## src/rtl/rdmap_wqe_sched.sv

```systemverilog
// rdmap_wqe_sched: multi-queue-pair WQE scheduler. Picks one eligible
// show-ahead work queue (round-robin with burst limit, or strict priority),
// pops its head WQE and pushes it, tagged with its queue id, into the
// single downstream DMA request FIFO.
module rdmap_wqe_sched #(
    parameter int NUM_QP = 4,
    parameter int QID_W  = 2,
    parameter int WQE_W  = 112,
    parameter int BURST  = 4
) (
    input  logic                      clock,
    input  logic                      reset,
    input  logic [NUM_QP-1:0]         qEmpty,
    input  logic [NUM_QP*WQE_W-1:0]   qData,
    output logic [NUM_QP-1:0]         qPop,
    input  logic [NUM_QP-1:0]         qEnable,
    input  logic                      prioMode,
    input  logic                      outFull,
    output logic                      outPush,
    output logic [WQE_W-1:0]          outData,
    output logic [QID_W-1:0]          outQid,
    output logic                      busy,
    output logic [15:0]               grantTotal
);

    typedef enum logic [1:0] {
        IDLE = 2'd0,
        POP  = 2'd1,
        PUSH = 2'd2
    } state_t;

    localparam logic [3:0]       BurstLim = 4'(BURST);
    localparam logic [QID_W:0]   NumQpW   = (QID_W+1)'(NUM_QP);
    localparam logic [QID_W-1:0] LastQid  = QID_W'(NUM_QP - 1);

    state_t              state;
    state_t              stateNext;
    logic [QID_W-1:0]    sel;
    logic [QID_W-1:0]    selNext;
    logic [QID_W-1:0]    rrPtr;
    logic [QID_W-1:0]    rrPtrNext;
    logic [3:0]          burstCnt;
    logic [3:0]          burstCntNext;
    logic [NUM_QP-1:0]   elig;
    logic [QID_W-1:0]    prioSel;
    logic                prioFound;
    logic [2*NUM_QP-1:0] eligDbl;
    logic [NUM_QP-1:0]   eligRot;
    logic [QID_W-1:0]    rrOfs;
    logic                rrFound;
    logic [QID_W:0]      rrSum;
    logic [QID_W-1:0]    rrSel;
    logic [WQE_W-1:0]    qWord [NUM_QP];
    logic                pushNow;

    assign elig    = qEnable & ~qEmpty;
    assign pushNow = (state == PUSH) && !outFull;
    assign outPush = pushNow && !reset;
    assign busy    = (state != IDLE);

    // Split the flat head-WQE bus into one word per queue.
    always_comb begin
        for (int unsigned i = 0; i < NUM_QP; i++) begin
            qWord[i] = qData[i*WQE_W +: WQE_W];
        end
    end

    // Strict priority pick: lowest eligible index.
    always_comb begin
        prioSel   = '0;
        prioFound = 1'b0;
        for (int unsigned i = 0; i < NUM_QP; i++) begin
            if (elig[i] && !prioFound) begin
                prioSel   = QID_W'(i);
                prioFound = 1'b1;
            end
        end
    end

    // Round-robin pick: rotate elig so rrPtr lands at bit 0, find the first
    // set bit, then add the offset back modulo NUM_QP.
    always_comb begin
        eligDbl = {elig, elig} >> rrPtr;
        eligRot = eligDbl[NUM_QP-1:0];
        rrOfs   = '0;
        rrFound = 1'b0;
        for (int unsigned i = 0; i < NUM_QP; i++) begin
            if (eligRot[i] && !rrFound) begin
                rrOfs   = QID_W'(i);
                rrFound = 1'b1;
            end
        end
        rrSum = {1'b0, rrPtr} + {1'b0, rrOfs};
        if (rrSum >= NumQpW) begin
            rrSum = rrSum - NumQpW;
        end
        rrSel = rrSum[QID_W-1:0];
    end

    // Next-state, selection, burst and round-robin pointer update.
    always_comb begin
        stateNext    = state;
        selNext      = sel;
        rrPtrNext    = rrPtr;
        burstCntNext = burstCnt;
        case (state)
            IDLE: begin
                if (|elig) begin
                    selNext      = prioMode ? prioSel : rrSel;
                    burstCntNext = 4'd1;
                    stateNext    = POP;
                end
            end
            POP: begin
                stateNext = PUSH;
            end
            PUSH: begin
                if (!outFull) begin
                    if (!prioMode && elig[sel] && (burstCnt < BurstLim)) begin
                        burstCntNext = burstCnt + 4'd1;
                        stateNext    = POP;
                    end else if (prioMode) begin
                        if (|elig) begin
                            selNext      = prioSel;
                            burstCntNext = 4'd1;
                            stateNext    = POP;
                        end else begin
                            stateNext = IDLE;
                        end
                    end else begin
                        rrPtrNext = (sel == LastQid) ? '0 : sel + QID_W'(1);
                        stateNext = IDLE;
                    end
                end
            end
            default: begin
                stateNext = IDLE;
            end
        endcase
    end

    // One-hot pop strobe decoded from registered state; suppressed during reset.
    always_comb begin
        qPop = '0;
        for (int unsigned i = 0; i < NUM_QP; i++) begin
            qPop[i] = (state == POP) && !reset && (sel == QID_W'(i));
        end
    end

    // State, pointers, captured WQE and grant counter.
    always_ff @(posedge clock) begin
        if (reset) begin
            state      <= IDLE;
            sel        <= '0;
            rrPtr      <= '0;
            burstCnt   <= '0;
            outData    <= '0;
            outQid     <= '0;
            grantTotal <= '0;
        end else begin
            state    <= stateNext;
            sel      <= selNext;
            rrPtr    <= rrPtrNext;
            burstCnt <= burstCntNext;
            if (state == POP) begin
                outData <= qWord[sel];
                outQid  <= sel;
            end
            if (pushNow) begin
                grantTotal <= grantTotal + 16'd1;
            end
        end
    end

endmodule
```

## config.mk

```make
export PLATFORM = sky130hd
export DESIGN_NAME = rdmap_wqe_sched
export DESIGN_NICKNAME = d
export VERILOG_FILES = /design/src/rtl/rdmap_wqe_sched.sv
export SDC_FILE = /design/constraint.sdc
export NUM_CORES = 1
export LEC_CHECK = 0
export CAP_MARGIN = 20
export CORE_AREA = 2 2 230 232
export CTS_CLUSTER_DIAMETER = 100
export DETAILED_ROUTE_END_ITERATION = 10
export DIE_AREA = 0 0 232 234
export PLACE_DENSITY = 0.52
export SYNTH_ARGS = -nofsm -noshare
export SYNTH_HDL_FRONTEND = slang
export SYNTH_SLANG_ARGS = --single-unit
```

## constraint.sdc

```tcl
create_clock -name clock -period 3.3 [get_ports clock]
set_input_delay 0.495 -clock clock [delete_from_list [all_inputs] [get_ports clock]]
set_output_delay 0.495 -clock clock [all_outputs]
set_load 0.1 [all_outputs]
```

==> qor.csv <==
metric,value,unit
status,"finished, final reports clean",
crit-path cells,clkdlybuf4s50_1,
Crit path arrival time,2010,ps
Pwr Total,6.68,mW
die extent in x,232,um
max frequency,398,MHz
Layout Utilization,29.2,%
Total Routing Usage GR,13.3,%
number of distinct library cells after synthesis,45,
pin count of the biggest net entering global routing,74,
Post-DP HPWL,30.6,mm
DRT Wirelength,37.8,mm
Slew Limit Fails,0,
die area,54300,um^2
total core area,52000,um^2
fill cell count,5432,
Longest Clk Path Bufs,2,
CTS Root Cell,clkbuf_16,
First-pass DRT Iterations,5,
Commonest cells post-synth,"214 x nand2_1, 140 x dfxtp_1, 111 x a21oi_1",
TritonCTS clock tree,yes,
most instantiated library cell after synthesis,nand2_1,
Rows,84,
area taken by multi-input logic gates,4930,um^2
slew margin rel.,30.7,%
initial antenna violation count,5,
maximum vdd ir drop,0.363,mV
share of layout cells above drive strength 1,15.8,%
"reg-to-reg slack, setup",960,ps
Sum Neg Setup Slack,0,ps
drt first-iter violations,279,
CP max-delay cell,clkdlybuf4s50_1,
placer congestion estimate,0.810,
via density per instance,4.20,
DRC Markers,0,
Syn Area/Cell,9.90,um^2
# Post-CTS Setup Buffers,0,
"Reg clk slew, reported paths",60,ps
htree depth,4,
Clock Latency Late Sink,460,ps
Routed Antenna Nets,0,
final worst path period share,76.1,%
CTS sink count,140,
DP Worst Slack,568,ps
crit-path max cell delay,1160,ps
fin nets,1835,
Synth area leader,dfxtp_1,
Leak,5.20,nW
#FFs+latches synth,140,
Setup Skew,8.88,ps
"Cell Area, Synth",8010,um^2
Syn-to-layout area delta,89.6,%
WS Path Type,register to primary output,
share of Yosys cell area claimed by the top area cell type,35.0,%
global route overflow,0,
vias post-DR,8703,
fin crit period,2510,ps
RSZ-0062 raised after global routing,false,
Worst-Margin Slew,1040,ps
WP buf/inv,1,
Die H,234,um
ys async rst share,0,%
"Hold-fix buffers, CTS",0,
"EDFF count, synth",0,
Setup crit start kind,register,
IO Pins,596,
total of max-cap violations,0,
top post-synthesis cells by area,"dfxtp_1 35%, mux4_2 29%, nand2_1 10%",
syn nets,1276,
register area share after synthesis,35.0,%
Worst EP required,2800,ps
Hold Fails Final Rpt,0,
Starting Density,15.4,%
Worst Path Max Fanout,4,
final setup fails,0,
FF+latch area,2810,um^2
FF-to-FF path depth,9,
Crit. path cell count,1,
first-pass GRT wire length,53.3,mm
Hold/Removal Path Class,register to register,
synth warn,0,
PortBufs,595,
Post-synth top flop,dfxtp_1,
vias in the first global route,8824,
CP Capture Type,primary output,
pwr dens,440,nW/um^2
Num CTS Buffers,17,
Hold Crit Depth,2,
post_cts resized,0,
WL/cell,18.3,um
final setup margin,790,ps
top cell family by delay on the critical path,buffers and inverters,
cells after synthesis,809,
## report_power, final
group / switching, mW / total [mW] / internal (mW)
clock network: 0.827 / 1.96 / 1.13
logic: 1.63 / 2.80 / 1.18
registers: 0.0935 / 1.92 / 1.82
total: 2.55 / 6.68 / 4.13
## cells in the final DEF (no fill, tap or decap), types with 2 or more instances in the layout
master / instances
buf_4: 60
mux2_2: 11
mux2i_1: 15
mux4_2: 102
xor2_1: 11
clkinvlp_4: 3
o21ai_0: 5
xnor2_1: 4
nor3b_1: 4
dfxtp_1: 138
and4_1: 5
nand3_1: 4
a21oi_1: 111
inv_6: 3
nor3_1: 6
nor2b_1: 6
inv_1: 2
a32oi_1: 2
a22oi_1: 11
and2_1: 4
nand4_1: 3
nand3b_1: 2
bufinv_16: 2
a211oi_1: 6
or2_2: 2
and3_1: 2
clkinv_2: 5
nor2_1: 23
buf_12: 3
ha_1: 7
o22ai_1: 11
dfxtp_4: 2
clkbuf_16: 17
clkdlybuf4s50_1: 547
nand2b_1: 9
nand2_1: 214
## kinds of logic (layout without fill, tap and decap cells)
family	Yosys count	in the layout	synth area share, %
muxes	129	129	32.3
and+or+nand+nor	291	291	15.5
DFF	140	140	35.0
adders and majority gates	7	7	1.09
AOI/OAI and AO/OA	154	154	10.8
xor gates and xnor gates	15	15	1.64
buffers and inverters	73	645	3.69
other	0	1	0
## routing by layer
| metal | vias up | track usage [%] | part of all wire, % |
|---|---|---|---|
| met3 | 36 | 4.18 | 8.3 |
| li1 | 4076 | - | - |
| met4 | 2 | 4.87 | 2.0 |
| met1 | 4183 | 15.1 | 39 |
| met5 | - | 0 | 0.034 |
| met2 | 406 | 23.3 | 51 |
## path summary, 6_finish.rpt
| kind | start | to |
|---|---|---|
| min | outData[67] | outData[67] |
| max | grantTotal[11] | grantTotal[11] |
| min reg2reg | outData[67] | outData[67] |
| max reg2reg | rrPtr[0] | sel[1] |
## state kept, by name, summed over array words and instances, names as in the netlist
register / count
state: 2
rrPtr: 2
burstCnt: 4
outData: 112
outQid: 2
grantTotal: 16
sel: 2
## metrics by stage
| step | cells | hold WS [ps] | instance area, um^2 |
|---|---|---|---|
| after floorplan | 809 | 465 | 8010 |
| after global placement | 2037 | 442 | 14600 |
| after detailed placement | 2037 | 446 | 14600 |
| after CTS | 2069 | 454 | 15200 |
| after global routing | 2069 | 471 | 15200 |
| final | 2070 | 451 | 15200 |
## final cells by class
type | instances | share of cell area (%)
repair buffers | 610 | 39.4
multi-input cells | 596 | 32.5
flip-flops and latches | 140 | 18.5
well taps | 688 | 5.67
clock buffers | 18 | 2.89
clock inverters | 14 | 0.939
inverters | 3 | 0.0742
diodes | 1 | 0.0165
Note: power is estimated with default switching activity, not from simulation.
